**src/rtl/cache_ctrl_pkg.sv**
```systemverilog
// rtl/cache_ctrl_pkg.sv - shared state encoding and width helpers for the cache controller
package cache_ctrl_pkg;

    typedef enum logic [2:0] {
        ST_IDLE  = 3'd0,
        ST_WB    = 3'd1,
        ST_ALLOC = 3'd2,
        ST_COMP  = 3'd3,
        ST_DONE  = 3'd4
    } state_t;

    function automatic int clog2(input int n);
        int r;
        r = 0;
        for (int v = 1; v < n; v = v << 1) r++;
        return r;
    endfunction

    function automatic int sel_w(input int ways);
        return (ways > 1) ? clog2(ways) : 1;
    endfunction

    // Offset covers the word index plus the byte bit within a 16-bit word.
    function automatic int off_w(input int words);
        return clog2(words) + 1;
    endfunction

    function automatic int tag_w(input int addr_w, input int index_w, input int words);
        return addr_w - index_w - off_w(words);
    endfunction

    function automatic logic [7:0] onehot8(input int unsigned idx);
        return 8'd1 << idx;
    endfunction

endpackage

```
**src/rtl/miss_return_tracker.sv**
```systemverilog
// rtl/miss_return_tracker.sv - memory return tracker and line word counter
module miss_return_tracker #(
    parameter int MEM_LAT = 2,
    parameter int WCNT_W  = 2
) (
    input  logic              clk,
    input  logic              rst,
    input  logic              clear,
    input  logic              issue,
    input  logic              wb_adv,
    output logic              fill_we,
    output logic [WCNT_W-1:0] fill_word,
    output logic              fill_last
);

    logic [MEM_LAT-1:0] pipe;

    // The word counter is shared: writeback steps it on accepted writes, fill on returns.
    always_ff @(posedge clk or posedge rst) begin
        if (rst) begin
            pipe      <= '0;
            fill_word <= '0;
        end else if (clear) begin
            pipe      <= '0;
            fill_word <= '0;
        end else begin
            pipe <= (pipe << 1) | MEM_LAT'(issue);
            if (fill_we || wb_adv)
                fill_word <= fill_word + WCNT_W'(1);
        end
    end

    assign fill_we   = pipe[MEM_LAT-1];
    assign fill_last = fill_we && (fill_word == '1);

endmodule

```
**src/rtl/assoc_cache_ctrl.sv**
```systemverilog
// rtl/assoc_cache_ctrl.sv - N-way write-back write-allocate cache controller FSM
module assoc_cache_ctrl
    import cache_ctrl_pkg::*;
#(
    parameter int WAYS    = 2,
    parameter int WORDS   = 4,
    parameter int MEM_LAT = 2,
    parameter int ADDR_W  = 16,
    parameter int INDEX_W = 8
) (
    input  logic                                      clk,
    input  logic                                      rst,
    input  logic                                      Rd,
    input  logic                                      Wr,
    input  logic [ADDR_W-1:0]                         Addr,
    output logic                                      Done,
    output logic                                      Stall,
    output logic                                      CacheHit,
    output logic                                      err,
    input  logic [WAYS-1:0]                           way_hit,
    input  logic [WAYS-1:0]                           way_valid,
    input  logic [WAYS-1:0]                           way_dirty,
    input  logic [WAYS*tag_w(ADDR_W,INDEX_W,WORDS)-1:0] way_tag,
    output logic                                      c_enable,
    output logic                                      c_comp,
    output logic [WAYS-1:0]                           c_write,
    output logic                                      c_valid_in,
    output logic [off_w(WORDS)-1:0]                   c_offset,
    output logic                                      c_fill,
    output logic [sel_w(WAYS)-1:0]                    sel_way,
    output logic [ADDR_W-1:0]                         mem_addr,
    output logic                                      mem_rd,
    output logic                                      mem_wr,
    input  logic                                      mem_stall
);

    localparam int SEL_W  = sel_w(WAYS);
    localparam int OFF_W  = off_w(WORDS);
    localparam int TAG_W  = tag_w(ADDR_W, INDEX_W, WORDS);
    localparam int WCNT_W = clog2(WORDS);
    localparam int ICNT_W = WCNT_W + 1;

    state_t             state;
    logic [SEL_W-1:0]   vway, vptr, hit_idx, inv_idx, miss_way;
    logic [TAG_W-1:0]   vtag, vic_tag;
    logic [ICNT_W-1:0]  icnt;
    logic [WAYS-1:0]    hits;
    logic [WCNT_W-1:0]  wcnt;
    logic               from_ptr, any_inv, vic_dirty, multi_hit, req;
    logic               issuing, issue, wb_adv, fill_we, fill_last;

    logic [TAG_W-1:0]   cpu_tag;
    logic [INDEX_W-1:0] cpu_index;

    assign cpu_tag   = Addr[ADDR_W-1 -: TAG_W];
    assign cpu_index = Addr[OFF_W +: INDEX_W];
    assign req       = Rd ^ Wr;
    assign hits      = way_hit & way_valid;
    assign multi_hit = |(hits & (hits - WAYS'(1)));
    assign issuing   = (state == ST_ALLOC) && (icnt < ICNT_W'(WORDS));
    assign issue     = issuing && !mem_stall;
    assign wb_adv    = (state == ST_WB) && !mem_stall;

    // Lowest-index hit wins; an invalid way is preferred over the round-robin pointer.
    always_comb begin
        hit_idx = '0;
        inv_idx = '0;
        any_inv = 1'b0;
        for (int i = WAYS - 1; i >= 0; i--) begin
            if (hits[i]) hit_idx = SEL_W'(i);
            if (!way_valid[i]) begin
                inv_idx = SEL_W'(i);
                any_inv = 1'b1;
            end
        end
        miss_way = any_inv ? inv_idx : vptr;
    end

    always_comb begin
        vic_tag   = '0;
        vic_dirty = 1'b0;
        for (int i = 0; i < WAYS; i++) begin
            if (SEL_W'(i) == miss_way) begin
                vic_tag   = way_tag[i*TAG_W +: TAG_W];
                vic_dirty = way_valid[i] & way_dirty[i];
            end
        end
    end

    miss_return_tracker #(
        .MEM_LAT (MEM_LAT),
        .WCNT_W  (WCNT_W)
    ) u_tracker (
        .clk       (clk),
        .rst       (rst),
        .clear     (state == ST_IDLE),
        .issue     (issue),
        .wb_adv    (wb_adv),
        .fill_we   (fill_we),
        .fill_word (wcnt),
        .fill_last (fill_last)
    );

    always_ff @(posedge clk or posedge rst) begin
        if (rst) begin
            state    <= ST_IDLE;
            icnt     <= '0;
            vptr     <= '0;
            vway     <= '0;
            vtag     <= '0;
            from_ptr <= 1'b0;
        end else begin
            case (state)
                ST_IDLE: begin
                    icnt <= '0;
                    if (req && hits == '0) begin
                        vway     <= miss_way;
                        vtag     <= vic_tag;
                        from_ptr <= !any_inv;
                        state    <= vic_dirty ? ST_WB : ST_ALLOC;
                    end
                end
                ST_WB: begin
                    if (wb_adv && wcnt == '1) state <= ST_ALLOC;
                end
                ST_ALLOC: begin
                    if (issue) icnt <= icnt + ICNT_W'(1);
                    if (fill_last) begin
                        icnt  <= '0;
                        state <= ST_COMP;
                    end
                end
                ST_COMP: state <= ST_DONE;
                ST_DONE: begin
                    if (from_ptr)
                        vptr <= (vptr == SEL_W'(WAYS - 1)) ? '0 : vptr + SEL_W'(1);
                    state <= ST_IDLE;
                end
                default: state <= ST_IDLE;
            endcase
        end
    end

    always_comb begin
        Done       = 1'b0;
        Stall      = (state != ST_IDLE);
        CacheHit   = 1'b0;
        err        = 1'b0;
        c_enable   = 1'b0;
        c_comp     = 1'b0;
        c_write    = '0;
        c_valid_in = 1'b0;
        c_offset   = Addr[OFF_W-1:0];
        c_fill     = 1'b0;
        sel_way    = vway;
        mem_addr   = '0;
        mem_rd     = 1'b0;
        mem_wr     = 1'b0;
        case (state)
            ST_IDLE: begin
                if (Rd && Wr) begin
                    err = 1'b1;
                end else if (req) begin
                    c_enable = 1'b1;
                    c_comp   = 1'b1;
                    err      = multi_hit;
                    if (hits != '0) begin
                        sel_way  = hit_idx;
                        Done     = 1'b1;
                        CacheHit = 1'b1;
                        if (Wr) c_write = WAYS'(onehot8(32'(hit_idx)));
                    end
                end
            end
            ST_WB: begin
                c_enable = 1'b1;
                mem_wr   = 1'b1;
                mem_addr = {vtag, cpu_index, wcnt, 1'b0};
                c_offset = {wcnt, 1'b0};
            end
            ST_ALLOC: begin
                mem_rd   = issuing;
                mem_addr = {cpu_tag, cpu_index, icnt[WCNT_W-1:0], 1'b0};
                if (fill_we) begin
                    c_enable   = 1'b1;
                    c_fill     = 1'b1;
                    c_write    = WAYS'(onehot8(32'(vway)));
                    c_offset   = {wcnt, 1'b0};
                    c_valid_in = fill_last;
                end
            end
            ST_COMP: begin
                c_enable = 1'b1;
                c_comp   = 1'b1;
                if (Wr) c_write = WAYS'(onehot8(32'(vway)));
            end
            ST_DONE: Done = 1'b1;
            default: err = 1'b1;
        endcase
    end

endmodule

```
**config.mk**
```make
export PLATFORM = sky130hd
export DESIGN_NAME = assoc_cache_ctrl
export DESIGN_NICKNAME = d
export VERILOG_FILES = /design/src/rtl/cache_ctrl_pkg.sv /design/src/rtl/miss_return_tracker.sv /design/src/rtl/assoc_cache_ctrl.sv
export SDC_FILE = /design/constraint.sdc
export NUM_CORES = 1
export LEC_CHECK = 0
export CORE_ASPECT_RATIO = 0.5
export CORE_UTILIZATION = 42
export CTS_BUF_LIST = sky130_fd_sc_hd__clkbuf_2 sky130_fd_sc_hd__clkbuf_4 sky130_fd_sc_hd__clkbuf_8
export DETAILED_ROUTE_END_ITERATION = 6
export GPL_TIMING_DRIVEN = 0
export PLACE_DENSITY = 0.86
export REMOVE_ABC_BUFFERS = 1
export SLEW_MARGIN = 15
export SYNTH_ARGS = -nofsm -noshare
export SYNTH_HDL_FRONTEND = slang
export SYNTH_HIERARCHICAL = 1
export SYNTH_SLANG_ARGS = --single-unit
export TNS_END_PERCENT = 100
```
**constraint.sdc**
```tcl
create_clock -name clk -period 1.77 [get_ports clk]
set_input_delay 0.177 -clock clk [delete_from_list [all_inputs] [get_ports clk]]
set_output_delay 0.177 -clock clk [all_outputs]
set_load 0.005 [all_outputs]
```
==> Word level (Yosys, flattened, before mapping) <==
Cells that the tools add are included.
{ "totals": {"inputBits": 37, "reg_bits": 18} }
{ "classes": {"n_addsub": 4, "shifts": 2, "n_reduce_logical": 23, "n_bitwise": 6, "mux": 52, "eq_ne": 9, "n_lt_le_gt_ge": 1} }
{ "ops": {"columns": ["op", "n"], "rows": [
  ["case mux 16 bit (2 select lines)", 1],
  ["2-to-1 mux 1 bit", 26],
  ["2-to-1 mux 2 bit", 10],
  ["2-to-1 mux 3 bit", 6],
  ["case mux 3 bit (2 select lines)", 2],
  ["case mux 3 bit (4 select lines)", 1],
  ["logical AND 1 bit", 7],
  ["== test 3 x 2 -> 1 bit (second input constant)", 2],
  ["case mux 1 bit (2 select lines)", 3],
  ["case mux 2 bit (3 select lines)", 1],
  ["AND reduction 2 bit", 3],
  ["nonzero test 2 bit", 3],
  ["2-to-1 mux 5 bit", 1],
  ["bitwise AND 2 bit", 2],
  ["inequality test 2 bit (second input constant)", 2],
  ["OR reduction 2 bit", 2],
  ["OR reduction 4 bit", 1],
  ["<< shifter 1 x 1 -> 2 bit (first input constant)", 2],
  ["adder 3 x 1 -> 3 bit (second input constant)", 1],
  ["== test 3 x 1 -> 1 bit (second input constant)", 1],
  ["== test 3 bit (second input constant)", 1],
  ["logical NOT 3 bit", 1],
  ["less-than comparator 3 bit (second input constant)", 1],
  ["inequality test 3 x 2 -> 1 bit (second input constant)", 1],
  ["other kinds (14)", 16]
]} }

==> Longest topological paths before layout <==
{ "logic_depth": {"word_depth": 9, "mapped_depth": 5, "ltp_nobuf": 5} }

==> By module <==
The synthesis kept the hierarchy.
{ "by_module_without_submodules": {"columns": ["mod", "instances", "cells_each", "area_each_um2", "seq_area_each_um2"], "rows": [
  ["assoc_cache_ctrl", 1, 144, 1246.2, 350.3],
  ["miss_return_tracker", 1, 15, 171.4, 100.1]
]} }

==> Worst setup path before layout <==
No wires, ideal clock.
{ "synth_timing": {"kind": "input to register", "startpoint": "input port Rd", "endpoint": "register from_ptr", "setup_ns": 0.125, "path_buffers": 1, "required_ns": 1.645, "arrival_time_ns": 1.410, "cell_stages": 5, "setup_slack_ns": 0.235, "cell_sequence": "ha_1 nor4b_4 and2_1 buf_6 mux2_4"} }
{ "synth_between": {"elab_chain_cells": 3} }
{ "synth_lines": {"columns": ["element", "line", "source"], "rows": [
  ["start: declaration", "assoc_cache_ctrl.sv:13", "input logic Rd,"],
  ["bitwise XOR 1 bit", "assoc_cache_ctrl.sv:57", "assign req = Rd ^ Wr;"],
  ["logical AND 1 bit", "assoc_cache_ctrl.sv:116", "if (req && hits == '0) begin"],
  ["AND reduction 2 bit (no source line)", null, null],
  ["end signal: assignment", "assoc_cache_ctrl.sv:119", "from_ptr <= !any_inv;"],
  ["end: declaration", "assoc_cache_ctrl.sv:49", "logic from_ptr, any_inv, vic_dirty, multi_hit, req;"]
]} }
Every way passes these cells.
A chain may end at the register's enable or synchronous reset.

==> Final worst setup path <==
{ "layout_timing": {"startpoint": "register state[2]", "endpoint": "output port c_write[0]"} }
{ "layout_between": {"elab_chain_cells": 2} }
{ "layout_lines": {"columns": ["element", "line", "source"], "rows": [
  ["start: declaration", "assoc_cache_ctrl.sv:43", "state_t state;"],
  ["start signal: assignment", "assoc_cache_ctrl.sv:120", "state <= vic_dirty ? ST_WB : ST_ALLOC;"],
  ["== test 3 x 2 -> 1 bit or logical NOT 3 bit (tied branches)", "assoc_cache_ctrl.sv:159", "case (state)"],
  ["case mux 2 bit (3 select lines) *", "assoc_cache_ctrl.sv:159", null],
  ["end: declaration", "assoc_cache_ctrl.sv:26", "output logic [WAYS-1:0] c_write,"]
]} }
Every way passes the cells marked *; elsewhere a longest branch is shown, timed or not.

==> flow_summary.html <==
<table>
<tr><th>Metric</th><th>Value</th></tr>
<tr><th colspan="2">Status</th></tr>
<tr><td>Result of the run</td><td>complete, but fails checks</td></tr>
<tr><td>Violated checks</td><td>DRC, setup timing</td></tr>
<tr><th colspan="2">Worst setup path</th></tr>
<tr><td>Launch instance of the worst register-to-register path</td><td>state[1]</td></tr>
<tr><td>Crit path required time</td><td>approximately 1.6 ns</td></tr>
<tr><td>Cells traversed along the worst timing path</td><td>or4b_4 -&gt; buf_6 -&gt; nor2_4 -&gt; buf_6 -&gt; a32o_1 -&gt; buf_2</td></tr>
<tr><td>Arrival time of the worst setup path</td><td>slightly below 2 ns</td></tr>
<tr><td>Worst reg2reg setup slack</td><td>-0.23 ns</td></tr>
<tr><td>Highest-delay cell along the critical path</td><td>sky130_fd_sc_hd__or4b_4</td></tr>
<tr><td>Startpoint type of the worst setup path</td><td>flop</td></tr>
<tr><td>Worst path max stage delay</td><td>0.56 ns</td></tr>
<tr><td>Cell family contributing the most delay on the critical path</td><td>simple AND/OR/NAND/NOR gates</td></tr>
<tr><td>RR Endpoint</td><td>from_ptr</td></tr>
<tr><td>Crit Path Category</td><td>reg2out</td></tr>
<tr><td>Max Fanout on Critical Path</td><td>2</td></tr>
<tr><td>Critical Path End Type</td><td>primary output</td></tr>
<tr><td>Library cell appearing most often on the critical path</td><td>sky130_fd_sc_hd__buf_6</td></tr>
<tr><td>Worst path buffer plus inverter count</td><td>3</td></tr>
<tr><td>R2R cell count</td><td>7</td></tr>
<tr><th colspan="2">Drt</th></tr>
<tr><td>Initial drt markers</td><td>a little under 200</td></tr>
<tr><td>Vias/cell</td><td>6.18</td></tr>
<tr><td>1st-pass router iterations</td><td>6</td></tr>
<tr><td>Antenna viol nets, final</td><td>0</td></tr>
<tr><td>DRC violations left</td><td>2</td></tr>
<tr><td>Total detailed-routing wirelength</td><td>about 7400 um</td></tr>
<tr><td>Number of vias in the routed layout</td><td>1884</td></tr>
<tr><td>Avg WL per Cell</td><td>approximately 24 um</td></tr>
<tr><th colspan="2">Layout</th></tr>
<tr><td>Core Util, Final</td><td>87.3%</td></tr>
<tr><td>Fin cells</td><td>305</td></tr>
<tr><td>Ant diodes</td><td>0</td></tr>
<tr><td>Net total in the final layout</td><td>between 300 and 400</td></tr>
<tr><td>Relative area change from synthesis to final layout</td><td>91.0%</td></tr>
<tr><td>Fraction of final layout cells sized beyond drive strength 1</td><td>about half</td></tr>
<tr><th colspan="2">Synth</th></tr>
<tr><td>Top-area cell type share of the netlist area</td><td>between 30% and 40%</td></tr>
<tr><td>Number of synthesized flops with an enable pin</td><td>0</td></tr>
<tr><td>Register bit total from synthesis</td><td>18</td></tr>
<tr><td>Most frequent cells after synthesis</td><td>sky130_fd_sc_hd__dfrtp_1 (18), sky130_fd_sc_hd__and2_1 (14), sky130_fd_sc_hd__o21ai_0 (10), sky130_fd_sc_hd__a21oi_1 (9), sky130_fd_sc_hd__nor2_1 (9)</td></tr>
<tr><td>Combined area of all synthesized cells</td><td>~0.0014 sq mm</td></tr>
<tr><td>Leading cell type by number of instances after synthesis</td><td>sky130_fd_sc_hd__dfrtp_1</td></tr>
<tr><td>Yosys warnings</td><td>6</td></tr>
<tr><td>Cell type with the largest total area after synthesis</td><td>sky130_fd_sc_hd__dfrtp_1</td></tr>
<tr><td>Instance count of the mapped netlist</td><td>159</td></tr>
<tr><td>Area contributors post-synth</td><td>sky130_fd_sc_hd__dfrtp_1 (32%), sky130_fd_sc_hd__and2_1 (6.2%), sky130_fd_sc_hd__a22oi_1 (3.7%), sky130_fd_sc_hd__o21ai_0 (3.5%), sky130_fd_sc_hd__a21oi_1 (3.2%)</td></tr>
<tr><td>Netlist cell types</td><td>49</td></tr>
<tr><td>Most used DFF post-synth</td><td>sky130_fd_sc_hd__dfrtp_1</td></tr>
<tr><td>Synthesized area per cell</td><td>8.92 sq um</td></tr>
<tr><td>Post-synth ARST share</td><td>between 90% and 100%</td></tr>
<tr><td>Part of the Yosys area used for sequential elements</td><td>a little under a third</td></tr>
<tr><th colspan="2">STA</th></tr>
<tr><td>Peak Freq</td><td>465 MHz</td></tr>
<tr><td>Slew at the pin closest to its max-slew limit</td><td>slightly below 0.7 ns</td></tr>
<tr><td>Final count of pins violating max slew</td><td>0</td></tr>
<tr><td>Smallest setup slack after layout</td><td>-0.383 ns</td></tr>
<tr><td>Tmin final</td><td>2.15 ns</td></tr>
<tr><td>Final clock skew</td><td>around 0.0042 ns</td></tr>
<tr><td>Number of hold violations in the final report</td><td>0</td></tr>
<tr><td>Tcrit/Tclk final</td><td>122%</td></tr>
<tr><td>Unrepaired setup endpoints after global routing</td><td>true</td></tr>
<tr><td>Max-slew headroom at the worst pin</td><td>54.8%</td></tr>
<tr><td>Setup Viol. Count Final</td><td>between 40 and 50</td></tr>
<tr><th colspan="2">Placement</th></tr>
<tr><td>Routability-driven placement congestion ratio</td><td>between 0.8 and 0.9</td></tr>
<tr><td>Cells after DPL</td><td>about 260</td></tr>
<tr><td>Half-perimeter wire length after placement</td><td>3060 um</td></tr>
<tr><td>Number of buffers inserted by port buffering</td><td>67</td></tr>
<tr><th colspan="2">Pwr</th></tr>
<tr><td>Maximum vdd ir drop</td><td>0.635 mV</td></tr>
<tr><td>Leak Pwr</td><td>~1.2 nW</td></tr>
<tr><td>Internal Pwr Total</td><td>about 0.0021 W</td></tr>
<tr><td>Switching share of total power</td><td>between 40 and 50%</td></tr>
<tr><td>Total power per unit cell area</td><td>1310 mW/mm^2</td></tr>
<tr><td>Switching Power</td><td>about 0.0014 W</td></tr>
<tr><td>Sequential share of power</td><td>about a quarter</td></tr>
<tr><td>Power share of the clock group</td><td>approximately 10%</td></tr>
<tr><td>Total power of the final layout</td><td>0.00356 W</td></tr>
<tr><td>Logic pwr share</td><td>about two thirds</td></tr>
<tr><th colspan="2">Global routing</th></tr>
<tr><td>Number of antenna violations at the first check in global routing</td><td>0</td></tr>
<tr><td>Remaining global-route overflow</td><td>0</td></tr>
<tr><td>Pin count of the biggest net entering global routing</td><td>15</td></tr>
<tr><td>Via count of the first global-routing pass</td><td>1741</td></tr>
<tr><td>First-pass GRT wire length</td><td>between 8000 and 9000 um</td></tr>
<tr><td>Overall routing resource usage</td><td>between 30 and 40%</td></tr>
<tr><th colspan="2">Clock network</th></tr>
<tr><td>Clock root buffer</td><td>sky130_fd_sc_hd__clkbuf_8</td></tr>
<tr><td>Clock tree from TritonCTS</td><td>yes</td></tr>
<tr><td>H-tree depth reported by CTS</td><td>1</td></tr>
<tr><td>Max Root-Sink Buffers</td><td>2</td></tr>
<tr><td>Total clock buffers created by CTS</td><td>3</td></tr>
<tr><td>Source-to-sink clock delay at the later pin of the worst-skew pair</td><td>between 0.2 and 0.3 ns</td></tr>
<tr><td>Clock Pin Slew Worst Setup and Hold Paths</td><td>about 0.080 ns</td></tr>
<tr><td>Count of hold-fix buffers inserted at cts</td><td>0</td></tr>
<tr><td>Clock net sink count</td><td>18</td></tr>
<tr><th colspan="2">Run</th></tr>
<tr><td>Number of maximum-capacitance violations</td><td>0</td></tr>
<tr><th colspan="2">Die</th></tr>
<tr><td>Top-level port count</td><td>69</td></tr>
<tr><td>Vert. Die Dim</td><td>43.1 um</td></tr>
<tr><td>Die area</td><td>between 0.003 and 0.004 sq mm</td></tr>
<tr><td>Row cnt</td><td>14</td></tr>
<tr><td>Floorplan die width</td><td>84.2 um</td></tr>
<tr><td>Starting density of the core</td><td>between 40 and 50%</td></tr>
<tr><td>Area of the core region</td><td>approximately 0.0031 sq mm</td></tr>
<tr><th colspan="2">Hold path</th></tr>
<tr><td>Min-Delay Path Class</td><td>in2async</td></tr>
</table>
-- layer usage --
metal | vias up | GRT usage, % | routed length (um) | part of all wire [%]
li1 | 792 | - | - | -
met3 | 40 | 6.61 | 700 | 9.4
met2 | 170 | 55.2 | 3530 | 47
met4 | 0 | 16.2 | 307 | 4.1
met5 | - | 0 | 0 | 0
met1 | 882 | 40.9 | 2910 | 39
-- final cells by class --
class                           count  area, sq um
Inverter                            8         30.0
Clock buffer                        4         55.1
Fill cell                         132          393
Multi-Input combinational cell    122         1050
Tap cell                           40         50.0
Timing Repair Buffer              113         1060
Sequential cell                    18          460
-- state kept, by name (all words and copies together) (netlist names) --
signal and cells:
vtag 5, icnt 3, u_tracker/pipe 2, from_ptr 1, state 3, vptr 1, vway 1, u_tracker/fill_word 2
-- power groups by stage --
stage          sequential, W  combinational [W]  clock [W]
2_1_floorplan       0.000720           0.000737          0
3_3_place_gp        0.000784            0.00137          0
3_5_place_dp        0.000796            0.00140          0
4_1_cts             0.000760            0.00175   0.000355
5_1_grt             0.000840            0.00243   0.000383
6_report            0.000835            0.00235   0.000367
-- worst max path at each step --
stage | cells past startpoint | slack [ns] | to | startpoint
after detailed placement | 6 | -0.85 | c_write[0] | Wr
after global routing | 6 | -0.39 | c_write[0] | state[2]
after floorplan | 3 | 0.02 | from_ptr | state[2]
after global placement | 6 | -0.82 | c_write[0] | Wr
after CTS | 6 | -0.32 | c_write[0] | state[2]
final | 6 | -0.38 | c_write[0] | state[2]
-- kinds of logic after synthesis --
logic type,count (synthesis),share of synthesized area (%)
and+or+nand+nor,64,29.7
AOI/OAI and AO/OA,47,23.0
buffers and inverters,19,7.06
DFF,18,31.8
muxes,6,4.85
adders and majority gates,3,2.65
other,1,0.265
xor gates and xnor gates,1,0.618
-- cells in the final DEF, fill, tap and decap left out, drive strengths merged, types with 5 or more instances in the layout --
cell,count
inv,8
and2,14
a22oi,8
clkdlybuf4s50,35
a31oi,6
a21oi,9
nand2,6
o21ai,10
nor2b,7
nor2,11
nor3,6
nand3b,5
clkbuf,8
buf,70
dfrtp,18
-- timing repair --
action / CTS / global route
gates resized for setup: 100 / 97
setup endpoints to repair: 38 / 33
buffers inserted: 27 / 22
pin swaps: 14 / 27
-- metrics by stage --
step | area, sq um | worst slack (ns) | TNS, ns | hold WS (ns)
global placement | 2070 | -0.815 | -16.36 | 0.395
global route | 2710 | -0.395 | -7.29 | 0.169
CTS | 2440 | -0.319 | -4.04 | 0.114
finish | 2710 | -0.383 | -6.59 | 0.130
detailed placement | 2070 | -0.848 | -18.62 | 0.400
floorplan | 1350 | 0.0221 | 0 | -0.0569
Power figures use the tool's default switching activity.
